`src/rtl/multi_or_wake_agg.sv`:
```
// Wake-request aggregator: per-channel glitch filter, level or sticky status,
// OR-reduced wake output, rising-edge pulse and lowest-index capture.
module multi_or_wake_agg #(
   parameter int unsigned WIDTH = 8,
   parameter int unsigned FILT  = 3
) (
   input  logic                                     clk,
   input  logic                                     rst,
   input  logic [WIDTH-1:0]                         in,
   input  logic [WIDTH-1:0]                         mask,
   input  logic                                     sticky,
   input  logic                                     clr,
   output logic [WIDTH-1:0]                         status,
   output logic                                     out,
   output logic                                     rise,
   output logic [((WIDTH > 2) ? $clog2(WIDTH) : 1)-1:0] first_id
);

   localparam int unsigned CW = $clog2(FILT + 1);
   localparam int unsigned IW = (WIDTH > 2) ? $clog2(WIDTH) : 1;
   localparam logic [CW-1:0] FiltVal = CW'(FILT);

   logic [CW-1:0]    cnt_q [WIDTH];
   logic [CW-1:0]    cnt_d [WIDTH];
   logic [WIDTH-1:0] qual;
   logic [WIDTH-1:0] set_v;
   logic [WIDTH-1:0] status_q, status_d;
   logic             rise_q, rise_d;
   logic [IW-1:0]    first_id_q, first_id_d;
   logic [IW-1:0]    lowest;

   // Filter counters: count consecutive high samples, saturate at FILT, clear on low.
   always_comb begin
      for (int i = 0; i < WIDTH; i++) begin
         cnt_d[i] = '0;
         if (in[i]) begin
            cnt_d[i] = (cnt_q[i] == FiltVal) ? cnt_q[i] : cnt_q[i] + CW'(1);
         end
         qual[i] = (cnt_q[i] == FiltVal);
      end
   end

   // Status next state; a fresh qualified event always wins over clr.
   always_comb begin
      set_v = qual & mask;
      if (sticky) begin
         status_d = (status_q & ~{WIDTH{clr}}) | set_v;
      end else begin
         status_d = set_v;
      end
   end

   // Rise fires only on an all-zero to non-zero transition of status.
   always_comb begin
      lowest = '0;
      for (int i = WIDTH - 1; i >= 0; i--) begin
         if (status_d[i]) begin
            lowest = IW'(i);
         end
      end
      rise_d     = (status_q == '0) && (status_d != '0);
      first_id_d = rise_d ? lowest : first_id_q;
   end

   // State registers with synchronous reset taking priority over all inputs.
   always_ff @(posedge clk) begin
      if (rst) begin
         for (int i = 0; i < WIDTH; i++) begin
            cnt_q[i] <= '0;
         end
         status_q   <= '0;
         rise_q     <= 1'b0;
         first_id_q <= '0;
      end else begin
         for (int i = 0; i < WIDTH; i++) begin
            cnt_q[i] <= cnt_d[i];
         end
         status_q   <= status_d;
         rise_q     <= rise_d;
         first_id_q <= first_id_d;
      end
   end

   // Outputs come straight from registers; out has no path from in.
   always_comb begin
      status   = status_q;
      out      = |status_q;
      rise     = rise_q;
      first_id = first_id_q;
   end

endmodule

```
`config.mk`:
```
export PLATFORM = sky130hd
export DESIGN_NAME = multi_or_wake_agg
export DESIGN_NICKNAME = d
export VERILOG_FILES = /design/src/rtl/multi_or_wake_agg.sv
export SDC_FILE = /design/constraint.sdc
export NUM_CORES = 1
export LEC_CHECK = 0
export BUFFER_PORTS_ARGS = -buffer_cell sky130_fd_sc_hd__buf_2
export CAP_MARGIN = 20
export CELL_PAD_IN_SITES_DETAIL_PLACEMENT = 0
export CELL_PAD_IN_SITES_GLOBAL_PLACEMENT = 1
export CORE_AREA = 2 2 83 45
export CTS_CLUSTER_SIZE = 20
export DETAILED_ROUTE_END_ITERATION = 12
export DIE_AREA = 0 0 85 47
export PLACE_DENSITY_LB_ADDON = 0.2
export SYNTH_ARGS = -nofsm -noshare
export SYNTH_HDL_FRONTEND = slang
export SYNTH_SLANG_ARGS = --single-unit
```
`constraint.sdc`:
```
create_clock -name clk -period 1.74 [get_ports clk]
set_input_delay 0.348 -clock clk [delete_from_list [all_inputs] [get_ports clk]]
set_output_delay 0.348 -clock clk [all_outputs]
set_load 0.005 [all_outputs]
```
-- Yosys cells after proc, flatten, opt, wreduce, memory -nomap -nowiden
Memory sizes are Yosys's and may differ from the RTL's.
Cells that the tools add are included.
- add/subtract/negate cells: 8
- equal/unequal tests: 8
- muxes and demuxes: 36
- bitwise gates (word level): 12
- reduce and logical (&&, ||, !) cells: 4
- operators by type and width (cell ; count):
    2-to-1 mux 2 bit ; 24
    2-to-1 mux 3 bit ; 8
    adder 2 x 1 -> 2 bit, second input constant ; 8
    bitwise AND 8 bit ; 2
    equality test 2 bit, second input constant ; 8
    logical NOT 8 bit ; 1
    2-to-1 mux 8 bit ; 1
    inverter 8 bit ; 1
    OR 1 bit ; 8
    OR 8 bit ; 1
    nonzero test 8 bit ; 1
    OR reduction 8 bit ; 1
    2-to-1 mux 1 bit ; 3
    logical AND 1 bit ; 1
- register bits: 12
- bits in writable memories: 16
- output and inout bits: 13
- memories kept: 1
- memories (name ; depth ; width ; read ports ; clocked after memory_dff ; write ports ; RTL line ; text):
    cnt_q ; 8 ; 2 ; 8 ; 0 ; 8 ; 23 ; logic [CW-1:0] cnt_q [WIDTH];

-- Depth between registers and ports, before layout
- word-level depth: 12
- gate-level depth with buffers: 6

-- Worst setup path before layout
OpenSTA, ideal clock, no wires.
- kind: input -> register
- from: input port sticky
- to: register first_id_q[0], in the netlist first_id[0]
- setup time: 0.117 ns
- arrival: 1.341 ns
- required time: 1.623 ns
- setup slack: 0.282 ns
- stages: 6
- path buffers: 1
- path through: nor2b_4 > buf_6 > a22oi_2 > and3_4 > a31o_1 > a32o_2
- word-level cells in the longest chain between the ends: 9
- elaborated cells between the ends (all ways): 11
- classes of those cells: mux: 9; reduce/logical: 2
- ends and longest elaborated chain (item ; RTL line ; text):
    start, declared ; 11 ; input logic sticky,
    2-to-1 mux 8 bit * ; 46 ; if (sticky) begin
    2-to-1 mux 3 bit (8 in series) ; 57 ; if (status_d[i]) begin
    end signal, assigned ; 80 ; first_id_q <= first_id_d;
    end, declared ; 29 ; logic [IW-1:0] first_id_q, first_id_d;
Mark *: on every way between the ends. The rest lies on a longest branch, timed or not.
A chain may end at the register's enable or synchronous reset.

-- Worst setup path after layout
- from: register status_q[6], in the netlist status[6]
- to: output port out
- word-level cells in the longest chain between the ends: 1
- ends and longest elaborated chain (item ; RTL line ; text):
    start, declared ; 27 ; logic [WIDTH-1:0] status_q, status_d;
    start signal, assigned ; 78 ; status_q <= status_d;
    OR reduction 8 bit ; 87 ; out = |status_q;
    end, declared ; 14 ; output logic out,
Every way passes these cells.

==> summary.md <==
| Metric | Value |
|---|---|
| Unrepaired setup endpoints after global routing | no |
| Slowest Stage Delay on Critical Path | 0.37 ns |
| Final ANT Viol Nets | 0 |
| DP Area | 1440 sq um |
| Ys Warns | 0 |
| First-pass GRT wire length | 4060 um |
| CP arrival | 1.28 ns |
| Htree depth | 1 |
| Actual slew at the worst max-slew pin | 0.348 ns |
| Final nets | 185 |
| Site Rows | 15 |
| VDD IR max | 338 uV |
| Layout Cells excl Fill | 197 |
| Worst-Skew Late Latency | 0.27 ns |
| Power per Cell Area | 749 nW/um^2 |
| Starting Density | 37.0% |
| Clock Power Share | 30.5% |
| Setup-failing EPs final | 0 |
| Internal power | 868 uW |
| Logic pwr share | 9.5% |
| Drt first-iter violations | 65 |
| Fin util | 45.7% |
| Finished Cell Area | 1500 sq um |
| Sw Pwr | 256 uW |
| Setup TNS | 0 ns |
| CTS tree | built |
| Syn Nets | 147 |
| Skew final | 0.00206 ns |
| Final hold vios | 0 |
| Kind of critical path | reg -> out |
| Status | finished, final reports clean |
| Relative slew slack | 76.8% |
| Cells after Synth | 119 |
| Clock sinks | 28 |
| WHS Path Cells | 3 |
| ANT cells | 0 |
| Hold wc startpoint | in[0] |
| Share of cells above drive strength 1 | 34.2% |
| Critical register-to-register path startpoint | cnt_q[1][2] |
| Fin worst setup slack | 0.113 ns |
| Root Driver | clkbuf_8 |
| Syn_area_per_cell | 10.2 sq um |
| Drt first pass iters | 4 |
| CP Launch Type | flop |
| Yosys reg bits | 28 |
| Crit path time final | 1.63 ns |
| GRT overflow | 0 |
| Routed WL per cell | 13.5 um |
| Pre-CTS setup slack | 0.0259 ns |
| Largest net degree at the start of global routing | 15 |
| Die width | 85 um |
| Number of max-cap violations | 0 |
| R2r worst-path depth | 5 |
| Crit path cell chain | nor4_4 -> nand2_2 -> buf_2 |
| Worst-path clk slew | 0.09 ns |
| DRC Markers | 0 |
| Die Area | 4000 sq um |
| Slew Limit Fails | 0 |
| Height of the chip | 47 um |
| Number of CTS-inserted buffers | 3 |
| Worst Path Max Fanout | 4 |
| Core Area | 3280 sq um |
| Vias in the first global route | 873 |
| Post-synthesis cell area | 1210 sq um |
| Detail Placement HPWL | 2110 um |
| Total GRT Usage | 13.8% |
| Vias per Instance | 4.77 |
| Hold crit path type | in -> reg |
| Flop pwr share | 60.0% |
| Gpl congestion | 0.857 |
| IO buf count | 32 |
| Initial antenna violation count | 0 |
| Fin crit share | 93.5% |
| Area grow syn2layout | 23.5% |
| Register area share after synthesis | 46.1% |
| Max Freq | 0.615 GHz |
| Slowest-stage cell, CP | dfxtp_1 |
| Worst EP required | 1.39 ns |
| Crit path from | status[6] |
| Leak | 0.000747 uW |
| Routed vias | 940 |
| Final WL | 2670 um |
| IO Pins | 33 |
| Clock buffer depth | 2 |
| Sw Ratio | 22.8% |
| Worst setup EP type | output port |
| Cell variety after synth | 28 |
| Dpl cells | 194 |
-- cells by family after synthesis --
group,synth area share [%]
AND/OR/NAND/NOR,16.7
flip-flops,46.1
AO/OA/AOI/OAI,14.7
XOR/XNOR,5.77
multiplexers,6.59
adder cells (fa/ha/maj),8.24
buffers and inverters,1.85
-- power groups by stage --
stage	clock network, uW	registers [uW]	logic (uW)
after floorplan	0	687	64.9
after global placement	0	687	102
after detailed placement	0	689	107
after CTS	357	674	108
after global routing	380	677	121
final	343	674	107
-- worst paths after layout --
path / to / slack [ns]
setup / recovery: out / 0.11
hold reg to reg: cnt_q[0][3] / 0.52
hold / removal: cnt_q[0][0] / 0.32
setup reg to reg: first_id[1] / 0.12
-- per-stage QoR --
step           hold slack, ns  power [uW]
2_1_floorplan           0.468         752
3_3_place_gp            0.478         790
3_5_place_dp            0.488         796
4_1_cts                 0.313        1140
5_1_grt                 0.322        1180
6_report                0.319        1120
-- timing repair --
item                                    in CTS  in global routing
gates cloned                                 0                  0
setup buffers                                0                  0
hold buffers                                 0                  0
endpoints found under the setup margin       1                  1
gates resized for setup                      1                  3
-- metal layers --
metal	track usage (%)	up-vias	share of wire, %
li1	-	492	-
met1	19.1	427	52
met2	21.6	21	41
met3	5.10	0	6.2
met4	1.90	0	0
met5	0	-	0
-- layout make-up --
cell class              instances  area (sq um)
clock buffers                   3          41.3
fillers                       321          1780
inverters                       2          7.51
multi-input cells              87           656
flip-flops and latches         28           561
well taps                      42          52.6
repair buffers                 35           183
-- cell usage after synthesis, drive strengths merged --
cell,instances,share of area [%]
a31o,2,1.4
a22o,1,0.72
dfxtp,28,46
a32o,2,1.8
nor3,1,0.41
a21boi,1,0.62
a21oi,2,0.82
clkbuf,1,0.31
nand2,12,3.7
ha,8,8.2
xor2,8,5.8
and3,1,0.93
mux2i,8,6.6
buf,1,0.93
nor2,25,7.7
and4,1,0.72
inv,1,0.31
o21ba,1,0.82
o221ai,1,0.72
nor4,2,1.0
nand4,1,0.52
clkinv,1,0.31
a22oi,8,7.8
nor2b,2,1.6
-- cell usage in the layout, fill, tap and decap left out, types with 2 or more instances in the layout --
cell type	instances
nor2_1	25
buf_4	3
a21oi_1	2
nand2_1	11
clkbuf_8	3
xor2_1	8
ha_1	8
a22oi_2	7
mux2i_1	8
buf_2	32
dfxtp_1	28
-- sequential cells by signal, indices dropped and copies added (netlist names) --
signal / flops
first_id: 3
status: 8
rise: 1
cnt_q: 16
-- worst max-delay path, delay by kind of cell (launching register included) --
family	cells	cell delay [ns]
buffers and inverters	1	0.15
flip-flops	1	0.37
AND/OR/NAND/NOR	2	0.48
Note: power is estimated with default switching activity, not from simulation.
